### src/rtl/pipe_ctrl_pkg.sv
// pipe_ctrl_pkg: shared types and constants for the pipeline hazard controller
package pipe_ctrl_pkg;
  typedef enum logic [1:0] {RUN, MEMWAIT, ERR} state_t;
  localparam logic [1:0] FWD_REG = 2'b00;
  localparam logic [1:0] FWD_WB  = 2'b01;
  localparam logic [1:0] FWD_MEM = 2'b10;
  function automatic logic reg_match(input logic we, input logic [3:0] a, input logic [3:0] r);
    return we && (a == r);
  endfunction
endpackage

### src/rtl/pipe_fwd_sel.sv
// pipe_fwd_sel: forwarding select for one EX operand, MEM result beats WB result
module pipe_fwd_sel
  import pipe_ctrl_pkg::*;
(
  input  logic [3:0] rs_e,
  input  logic [3:0] a3_m,
  input  logic       rf_we_m,
  input  logic [3:0] a3_w,
  input  logic       rf_we_w,
  output logic [1:0] fwd
);
  // youngest producer wins so the operand sees the most recent write
  always_comb fwd = reg_match(rf_we_m, a3_m, rs_e) ? FWD_MEM :
                    reg_match(rf_we_w, a3_w, rs_e) ? FWD_WB : FWD_REG;
endmodule

### src/rtl/pipe_hazard_ctrl.sv
// pipe_hazard_ctrl: stall/flush sequencing, forwarding and data-memory handshake for the 5-stage pipe
module pipe_hazard_ctrl
  import pipe_ctrl_pkg::*;
#(
  parameter int TIMEOUT = 16,
  parameter int CNT_W   = 16
) (
  input  logic             CLK,
  input  logic             RST,
  input  logic [3:0]       Rs1_D,
  input  logic [3:0]       Rs2_D,
  input  logic [3:0]       Rs1_E,
  input  logic [3:0]       Rs2_E,
  input  logic [3:0]       A3_E,
  input  logic             RF_WE_E,
  input  logic             WBSelect_E,
  input  logic             BranchTaken_E,
  input  logic [3:0]       A3_M,
  input  logic             RF_WE_M,
  input  logic             MemReq_M,
  input  logic [3:0]       A3_W,
  input  logic             RF_WE_W,
  input  logic             MemAck,
  output logic             MemReq_o,
  output logic             Stall_F,
  output logic             Stall_D,
  output logic             Stall_E,
  output logic             Stall_M,
  output logic             Flush_D,
  output logic             Flush_E,
  output logic             Flush_W,
  output logic [1:0]       FwdA_E,
  output logic [1:0]       FwdB_E,
  output logic             Fault,
  output logic [CNT_W-1:0] StallCnt
);
  localparam int WC_W = $clog2(TIMEOUT) + 1;
  state_t state, state_nx;
  logic [WC_W-1:0] wait_cnt, wait_nx;
  logic fault_q;
  logic [CNT_W-1:0] stall_cnt;
  logic mem_miss, load_use;
  logic [1:0] fwd_a, fwd_b;
  assign mem_miss = MemReq_M && !MemAck;
  assign load_use = RF_WE_E && WBSelect_E && (A3_E == Rs1_D || A3_E == Rs2_D);
  pipe_fwd_sel u_fwd_a (
    .rs_e(Rs1_E), .a3_m(A3_M), .rf_we_m(RF_WE_M), .a3_w(A3_W), .rf_we_w(RF_WE_W), .fwd(fwd_a)
  );
  pipe_fwd_sel u_fwd_b (
    .rs_e(Rs2_E), .a3_m(A3_M), .rf_we_m(RF_WE_M), .a3_w(A3_W), .rf_we_w(RF_WE_W), .fwd(fwd_b)
  );
  // state, wait counter, sticky fault and saturating stall counter
  always_ff @(posedge CLK) begin
    if (RST) begin
      state     <= RUN;
      wait_cnt  <= '0;
      fault_q   <= 1'b0;
      stall_cnt <= '0;
    end else begin
      state    <= state_nx;
      wait_cnt <= wait_nx;
      fault_q  <= fault_q || (state_nx == ERR);
      if (Stall_F && !(&stall_cnt)) stall_cnt <= stall_cnt + 1'b1;
    end
  end
  // next state: an ack on the last wait cycle still returns to RUN
  always_comb begin
    state_nx = state;
    wait_nx  = wait_cnt;
    case (state)
      RUN: if (mem_miss) begin
        state_nx = MEMWAIT;
        wait_nx  = WC_W'(1);
      end
      MEMWAIT: if (MemAck) begin
        state_nx = RUN;
        wait_nx  = '0;
      end else begin
        wait_nx  = wait_cnt + 1'b1;
        state_nx = (wait_cnt == WC_W'(TIMEOUT - 1)) ? ERR : MEMWAIT;
      end
      ERR: state_nx = ERR;
      default: state_nx = RUN;
    endcase
  end
  // Mealy hazard outputs; reset forces bubbles everywhere and no stalls
  always_comb begin
    {Stall_F, Stall_D, Stall_E, Stall_M} = 4'b0000;
    {Flush_D, Flush_E, Flush_W} = 3'b000;
    if (RST) {Flush_D, Flush_E, Flush_W} = 3'b111;
    else case (state)
      RUN: begin
        if (mem_miss) begin
          {Stall_F, Stall_D, Stall_E, Stall_M} = 4'b1111;
          Flush_W = 1'b1;
        end else if (BranchTaken_E) {Flush_D, Flush_E} = 2'b11;
        else if (load_use) begin
          {Stall_F, Stall_D} = 2'b11;
          Flush_E = 1'b1;
        end
      end
      MEMWAIT: if (!MemAck) begin
        {Stall_F, Stall_D, Stall_E, Stall_M} = 4'b1111;
        Flush_W = 1'b1;
      end
      default: begin
        {Stall_F, Stall_D, Stall_E, Stall_M} = 4'b1111;
        Flush_W = 1'b1;
      end
    endcase
  end
  // request, forwarding and status outputs
  always_comb begin
    MemReq_o = !RST && (state != ERR) && MemReq_M;
    FwdA_E   = RST ? FWD_REG : fwd_a;
    FwdB_E   = RST ? FWD_REG : fwd_b;
    Fault    = fault_q && !RST;
    StallCnt = stall_cnt;
  end
endmodule

### config.mk
export PLATFORM = sky130hd
export DESIGN_NAME = pipe_hazard_ctrl
export DESIGN_NICKNAME = d
export VERILOG_FILES = /design/src/rtl/pipe_ctrl_pkg.sv /design/src/rtl/pipe_fwd_sel.sv /design/src/rtl/pipe_hazard_ctrl.sv
export SDC_FILE = /design/constraint.sdc
export NUM_CORES = 1
export LEC_CHECK = 0
export BUFFER_PORTS_ARGS = -buffer_cell sky130_fd_sc_hd__buf_2
export CELL_PAD_IN_SITES_DETAIL_PLACEMENT = 1
export CELL_PAD_IN_SITES_GLOBAL_PLACEMENT = 2
export CORE_AREA = 3 3 78 99
export CTS_CLUSTER_DIAMETER = 40
export CTS_CLUSTER_SIZE = 16
export DETAILED_ROUTE_END_ITERATION = 12
export DIE_AREA = 0 0 81 102
export PLACE_DENSITY = 0.86
export SETUP_SLACK_MARGIN = 0.5
export SLEW_MARGIN = 0
export SYNTH_ARGS = -nofsm -noshare
export SYNTH_HDL_FRONTEND = slang
export SYNTH_HIERARCHICAL = 1
export SYNTH_SLANG_ARGS = --single-unit
### constraint.sdc
create_clock -name CLK -period 2.27 [get_ports CLK]
set_clock_uncertainty 0.2 [all_clocks]
set_input_delay 0.3405 -clock CLK [delete_from_list [all_inputs] [get_ports CLK]]
set_output_delay 0.3405 -clock CLK [all_outputs]
set_load 0.01 [all_outputs]
[Word level (Yosys, flattened, before mapping)]
Cells that the tools add are included.
Widths: inputs -> output; s select.
Operators by class
  $add $sub $neg: 2
  equal/unequal tests: 12
  muxes and demuxes: 31
  reduce and logical (&&, ||, !) cells: 20
Operators with widths (number)
  $eq 4x4->1: 6
  $mux 1: 18
  $add 16x1->16 const B: 1
  $reduce_and 16->1: 1
  $mux 2: 7
  $logic_and 1x1->1: 11
  $mux 5: 2
  $pmux 5 s2: 1
  $pmux 2 s3: 1
  $add 5x1->5 const B: 1
  $eq 5x4->1 const B: 1
  $eq 2x2->1 const B: 2
  $ne 2x2->1 const B: 2
  $pmux 1 s2: 2
  $logic_not 1->1: 3
  $eq 2x1->1 const B: 1
  $logic_not 2->1: 1
  $logic_or 1x1->1: 2
  $reduce_and 2->1: 1
  $reduce_bool 2->1: 1
Storage, ports and cells
  register bits: 24
  input port bits: 37
  output and inout bits: 29
  logic and storage cells: 69

[Depth between registers and ports, before layout]
Gate-level depths: netlist of the first run.
  word-level depth: 9
  depth in mapped cells: 10
  mapped depth without buffers: 7

[Hierarchy]
The synthesis of the first run kept the hierarchy.
Modules (own cells, without submodules)
  pipe_hazard_ctrl: times used 1, cells each 167, area each 1402.6 µm², seq. area each 480.5 µm²
  pipe_fwd_sel: times used 2, cells each 16, area each 115.1 µm², seq. area each 0.0 µm²

[Worst setup path after synthesis of the first run]
No wires, ideal clock.
  kind: register to register
  start: register stall_cnt[0] (netlist: StallCnt[0])
  end: register stall_cnt[11] (netlist: StallCnt[11])
  library setup time: 121 ps
  arrival: 1950 ps
  data required time: 1949 ps
  slack: -1 ps
  stages on the path, launching flop included: 10
  buffers on the path: 2
  clock period less this slack: 2271 ps
  cells stage by stage: dfxtp_1 ha_1 nand3_1 or2_2 buf_1 or2_4 o21ai_2 buf_6 nor4_2 mux2_4
On the way
  cells in the longest elaborated chain, start to end: 3
  elaborated cells between the ends (all ways): 4
  classes of those cells: add/sub (1); reduce/logical (3)
RTL lines
  from (decl): line pipe_hazard_ctrl.sv:41  | logic [CNT_W-1:0] stall_cnt;
  from (signal assigned): line pipe_hazard_ctrl.sv:63  | if (Stall_F && !(&stall_cnt)) stall_cnt <= stall_cnt + 1'b1;
  parallel branches: the longest is 3 deep, another holds $add 16x1->16
Parallel ways; which one is timed is not known.
A chain may end at the register's enable or synchronous reset.

[Worst setup path in the final report of the first run]
  start: input port Rs1_D[2]
  end: output port Flush_E
On the way
  cells in the longest elaborated chain, start to end: 8
RTL lines
  from (decl): line pipe_hazard_ctrl.sv:10  | input logic [3:0] Rs1_D,
  $eq 4x4->1: line pipe_hazard_ctrl.sv:45  | assign load_use = RF_WE_E && WBSelect_E && (A3_E == Rs1_D || A3_E == Rs2_D);
  $logic_or 1x1->1: line pipe_hazard_ctrl.sv:45
  $logic_and 1x1->1: line pipe_hazard_ctrl.sv:45
  $mux 1: line pipe_hazard_ctrl.sv:97  | else if (load_use) begin
  $mux 1: line pipe_hazard_ctrl.sv:96  | end else if (BranchTaken_E) {Flush_D, Flush_E} = 2'b11;
  $mux 1: line pipe_hazard_ctrl.sv:93  | if (mem_miss) begin
  $mux 1: line pipe_hazard_ctrl.sv:91  | else case (state)
  $mux 1: line pipe_hazard_ctrl.sv:90  | if (RST) {Flush_D, Flush_E, Flush_W} = 3'b111;
  to (decl): line pipe_hazard_ctrl.sv:30  | output logic Flush_E,
No other way between the ends.

==> results.yml, run 1 <==
worst_hold_path:
  hold_path_end: "StallCnt[4]$_SDFFE_PP0P_"
  hold_start: "StallCnt[4]$_SDFFE_PP0P_"
  holdPathStages: 1
  worstHoldPathType: "reg -> reg"
cells_and_area:
  drive_gt1_share_pct: 57.0
  nets: 341
  final_cell_mix: "53 x buf_2, 30 x buf_4, 19 x nor2_1, 18 x buf_6, 17 x xor2_1"
  area_growth_pct: 72.9
  diodes: 0
  layout.cells.non_filler: 390
  layout_commonest_cell: "buf_2"
  multi_input_area_um2: 1290
  register_area_um2: 526
  fillers: 818
detailed_routing:
  first_iter_violations: 52
  top_layer: "met4"
  drcViolationCount: 0
  met3WireLength_um: 303
  first_pass_iters: 4
  wl_met2_um: 3400
  vias: 1899
  wl_per_cell_um: 15.7
  wl_um: 6140
  wl_met1_um: 2340
  routed_via_density: 4.87
  ant_nets: 0
global_route:
  grt_pass1_wl_um: 9430
  grt_pass1_vias: 1993
  antenna_found_initial: 0
  gr-usage-all-layers_pct: 14.5
  grt.overflow.total: 0
  grt_max_degree: 23
timing:
  maxSlewViolCount: 0
  holdWs_ns: 0.277
  tightest_slew_ns: 0.363
  relSlewSlack_pct: 75.6
  period_share_pct: 90.2
  min_period_ns: 2.05
  rsz0062_at_grt: "yes"
  hold_violations: 0
  max_freq_ghz: 0.488
  setup_viol: 0
critical_path:
  worstPathCellList: "buf_6, xor2_4, nor4_4, o211a_1, o21ai_1, nand2_1, buf_2"
  rr_endpoint: "StallCnt[11]$_SDFFE_PP0P_"
  r2r_start: "state[0]$_SDFF_PP0_"
  crit_fanout: 3
  critical_path_arrival_ns: 1.51
  crit_required_ns: 1.73
  critPathKind: "in -> out"
  crit_buf_inv: 2
  rrSetupSlack_ns: 0.25
  crit_family: "simple AND/OR/NAND/NOR gates"
  slowest_stage: "nor4_4"
  ff2ff_path_depth: 6
  critPathMaxStageDelay_ns: 0.41
  cp-start-kind: "primary input"
  critPathCaptureType: "primary output"
placement:
  place_inst: 354
  port_buffers: 65
  hpwl_um: 4090
  place_congestion: 0.729
synthesis:
  ys_warn_count: 6
  synth_top_cell_area_share_pct: 29.4
  synth-edff-count: 0
  synthesis.area_um2: 1630
  synth_cell_types: 46
  netlist_instances: 199
  synth_nets: 239
  synth_area_leaders: "dfxtp_1 29%, xor2_1 10%, nor2_1 4.4%, nand2_1 3.2%, o31ai_1 3.2%"
  ys_ff_latch: 24
  ys.flop_type: "dfxtp_1"
  seq_area_frac_synth_pct: 29.4
  avgSynthCellArea_um2: 8.21
  yosysTopAreaCell: "dfxtp_1"
  async_flop_share_pct: 0
clock_network:
  cts_tree: "done"
  cts-root-buf: "clkbuf_8"
  clockBufferDepth: 2
  ctsHoldBuffers: 0
  cts.clk_slew.worst_paths_ns: 0.10
  h-tree-depth: 1
  cts.sink_count: 24
  insertion_delay_ns: 0.28
  cts_inserted_buffers: 3
floorplan:
  die_x_um: 81
  dieArea_um2: 8260
  die_h_um: 102
  design.core.area_um2: 6890
  rows: 34
  ios: 66
  initial_utilization_pct: 23.7
pwr:
  power.density_nw_per_um2: 379
  leakage_nw: 1.22
  irDropWorstVdd_mv: 0.173
run:
  maxCapViolCount: 0
status:
  status: "finished clean"
registers in the layout (all words and copies together), names as in the netlist:
name,cells
StallCnt,16
wait_cnt,5
state,2
fault_q,1
how the worst max path moves through the flow:
stage / startpoint / to / cells after the start
final: Rs1_D[2] / Flush_E / 7
after global routing: state[0]$_SDFF_PP0_ / Stall_D / 6
after CTS: state[1]$_SDFF_PP0_ / Stall_D / 6
after detailed placement: A3_E[1] / StallCnt[5]$_SDFFE_PP0P_ / 8
after global placement: Rs1_D[1] / StallCnt[5]$_SDFFE_PP0P_ / 8
after floorplan: Rs1_D[1] / StallCnt[11]$_SDFFE_PP0P_ / 7
where the power goes:
group          leakage (nW)  switching, mW  internal [mW]
Sequential            0.205        0.00564          0.417
Combinational         0.978          0.127          0.129
Clock                0.0357          0.155          0.236
Total                  1.22          0.288          0.783
per-stage QoR:
stage          util [%]  total power, mW  TNS [ns]  setup WS (ns)  area, µm²
2_1_floorplan         -            0.531         0          0.196       1710
3_3_place_gp       31.3            0.607         0         0.0331       2150
3_5_place_dp       31.3            0.613    -0.121        -0.0521       2150
4_1_cts            37.0             1.05         0          0.268       2550
5_1_grt            41.0             1.12         0          0.140       2820
6_report           41.0             1.07         0          0.222       2820
cell families (layout without fill, tap and decap cells):
| kind of cell | count (synthesis) | in the layout | share of synthesized area, % |
|---|---|---|---|
| and+or+nand+nor | 82 | 82 | 28.3 |
| DFF | 24 | 24 | 29.4 |
| AOI/OAI and AO/OA | 43 | 44 | 19.5 |
| xor gates and xnor gates | 22 | 22 | 11.8 |
| muxes | 3 | 3 | 2.15 |
| adders and majority gates | 3 | 3 | 2.30 |
| buffers and inverters | 22 | 122 | 6.51 |
repair_timing:
| action | 4_1_cts | 5_1_grt |
|---|---|---|
| buffers inserted | 16 | 15 |
| gates cloned | 1 | 0 |
| pin swaps | 22 | 14 |
| resized for setup | 54 | 37 |
| endpoints found under the setup margin | 27 | 28 |
area by class of cell:
type	count	share of cell area [%]
Tap cell	90	3.99
Clock inverter	1	1.06
Clock buffer	3	1.46
Inverter	12	1.68
Timing Repair Buffer	106	27.4
Multi-Input combinational cell	154	45.8
Sequential cell	24	18.6
cells in the mapped netlist, types with 2 or more instances:
master     instances
nor3b_2            2
dfxtp_1           24
buf_6              2
nand4_1            3
mux2i_1            2
o41ai_1            3
o2111ai_1          2
or2b_2             2
nor4_2             3
or2_2              3
nand2_1           14
o211ai_1           4
ha_1               3
xnor2_1            3
and3_1             3
o21a_1             2
a31oi_1            2
o311ai_0           4
o31ai_1            7
inv_1             12
a222oi_1           2
nand3_1            8
o21ai_0            4
buf_4              2
nand2b_1           2
xor2_1            19
or4_1              4
a21oi_1            6
nor2b_1            8
nor2_1            19
clkbuf_1           3
buf_1              2
nor3_1             7
per-layer routing:
| metal | GRT usage (%) | up-vias |
|---|---|---|
| li1 | - | 921 |
| met1 | 15.5 | 911 |
| met2 | 29.0 | 57 |
| met3 | 3.09 | 10 |
| met4 | 2.34 | 0 |
| met5 | 0 | - |
worst reg2reg max path, cell delays in order, from the launching register on:
cell and delay (ns):
dfxtp_4 0.37, nor4_4 0.24, and3_4 0.23, o21a_4 0.17, o21ai_4 0.13, nor4_4 0.25
mux2_4 0.32
(Power assumes the default switching activity.)
==> run 2: changes to the inputs <==
--- a/config.mk
+++ b/config.mk
@@ -8,12 +8,13 @@
 export BUFFER_PORTS_ARGS = -buffer_cell sky130_fd_sc_hd__buf_2
 export CELL_PAD_IN_SITES_DETAIL_PLACEMENT = 1
 export CELL_PAD_IN_SITES_GLOBAL_PLACEMENT = 2
-export CORE_AREA = 3 3 78 99
+export CORE_AREA = 3 3 77 97
+export CTS_BUF_LIST = sky130_fd_sc_hd__clkbuf_4 sky130_fd_sc_hd__clkbuf_8
 export CTS_CLUSTER_DIAMETER = 40
 export CTS_CLUSTER_SIZE = 16
 export DETAILED_ROUTE_END_ITERATION = 12
-export DIE_AREA = 0 0 81 102
-export PLACE_DENSITY = 0.86
+export DIE_AREA = 0 0 80 100
+export PLACE_DENSITY = 0.89
 export SETUP_SLACK_MARGIN = 0.5
 export SLEW_MARGIN = 0
 export SYNTH_ARGS = -nofsm -noshare
==> run 2 against run 1 <==
  * Routed wire length down 9.1%
  * Critical endpoint unchanged
  * Fmax up 2.3%
  * Critical path depth up 1
  * Sequential share of layout area up 1.6 points
  * Utilization down 1.7 points
  * Count of clock-buffer cells in the layout unchanged
  * Hold slack worse by 0.010 ns
  * Sequential cell count unchanged
  * Total power down 2.4%
  * Non-clock buffer count down 18
==> results.yml, run 2 (synthesis results as in run 1) <==
cells_and_area:
  diodes: 0
  final_cell_mix: "49 x buf_2, 20 x buf_4, 18 x nor2_1, 17 x xor2_1, 16 x buf_6"
  largest_reg_flops: 16
  layout_commonest_cell: "buf_2"
  nets: 323
  drive_gt1_share_pct: 52.8
  area_growth_pct: 59.0
floorplan:
  initial_utilization_pct: 24.7
  ios: 66
  design.core.area_um2: 6610
  dieArea_um2: 8000
  die_h_um: 100
  rows: 33
  die_x_um: 80
clock_network:
  h-tree-depth: 1
  cts_inserted_buffers: 3
  cts-root-buf: "clkbuf_8"
  cts.sink_count: 24
  cts.clk_slew.worst_paths_ns: 0.09
  insertion_delay_ns: 0.28
  cts_tree: "done"
  clockBufferDepth: 2
critical_path:
  cp-start-kind: "primary input"
  critical_path_arrival_ns: 1.46
  crit_fanout: 3
  ff2ff_path_depth: 7
  critPathKind: "in -> out"
  critPathCaptureType: "primary output"
  crit_required_ns: 1.73
timing:
  rsz0062_at_grt: "yes"
  max_freq_ghz: 0.499
  relSlewSlack_pct: 76.6
  tns_ns: 0
  maxSlewViolCount: 0
  period_share_pct: 88.2
  holdWs_ns: 0.267
  min_period_ns: 2.00
  hold_violations: 0
  setup_viol: 0
  tightest_slew_ns: 0.349
worst_hold_path:
  worstHoldPathType: "in -> reg"
  holdPathStages: 4
placement:
  place_congestion: 0.774
  hpwl_um: 4000
  port_buffers: 65
global_route:
  gr-usage-all-layers_pct: 13.5
  grt_pass1_wl_um: 8730
  antenna_found_initial: 0
  grt_pass1_vias: 1870
  grt.overflow.total: 0
  grt_max_degree: 23
status:
  status: "finished clean"
detailed_routing:
  first_pass_iters: 4
  vias: 1824
  wl_per_cell_um: 15.1
  first_iter_violations: 38
  routed_via_density: 4.94
  drcViolationCount: 0
  wl_um: 5580
  ant_nets: 0
run:
  maxCapViolCount: 0
pwr:
  irDropWorstVdd_mv: 0.220
  leakage_nw: 1.11
  power.density_nw_per_um2: 402
  finalPower_mw: 1.04
run 2: cell types whose count changed in the layout (fill, tap and decap cells not counted), sizes merged:
cell	before	now
buf	106	88
run 2: report_power, final:
group          internal (mW)  switching [mW]  total [mW]  leakage, nW
Clock                  0.236           0.157       0.394       0.0357
Sequential             0.416         0.00569       0.421        0.204
Combinational          0.117           0.112       0.229        0.868
run 2: final cells by class:
type / count / area [µm²]
clock buffer: 3 / 41.3
fill: 817 / 4010
tap: 87 / 109
timing repair buffer: 88 / 621
sequential: 24 / 524
clock inverter: 1 / 30.0
multi-input combinational: 154 / 1220
inverter: 12 / 47.5
run 2: worst paths after layout:
check,from,end,slack (ns)
worst max-delay path,Rs2_D[1],Flush_E,0.27
worst max register to register,StallCnt[1]$_SDFFE_PP0P_,StallCnt[11]$_SDFFE_PP0P_,0.29
worst min-delay path,MemReq_M,wait_cnt[0]$_SDFFE_PP0P_,0.27
worst min register to register,StallCnt[15]$_SDFFE_PP0P_,StallCnt[15]$_SDFFE_PP0P_,0.28
run 2: repair_timing:
item	CTS	global route
hold buffers	0	0
gates cloned	1	0
endpoints found under the setup margin	28	28
gates resized for setup	36	40
pin swaps	19	13
buffers inserted	7	6
run 2: routing by layer:
metal	wire, µm	global-route usage, %	vias up	share of wire (%)
met2	3110	26.0	48	56
met4	34	2.08	0	0.61
met5	0	0	-	0
li1	-	-	888	-
met1	2180	15.3	881	39
met3	258	2.69	7	4.6
run 2: through the flow:
stage               cells  utilization [%]  setup WS [ns]  instance area, µm²
floorplan             199                -          0.196                1710
global placement      351             32.6        -0.0112                2150
detailed placement    351             32.6        -0.0192                2150
CTS                   363             36.1          0.280                2390
global route          369             39.3          0.170                2600
finish                369             39.3          0.268                2600
run 2: worst max-delay path: stages:
cell and delay (ns):
buf_6 0.09, xor2_1 0.15, nor4_2 0.28, buf_4 0.18, o211a_1 0.17, o21ai_2 0.06, nand2_1 0.05, buf_2 0.14
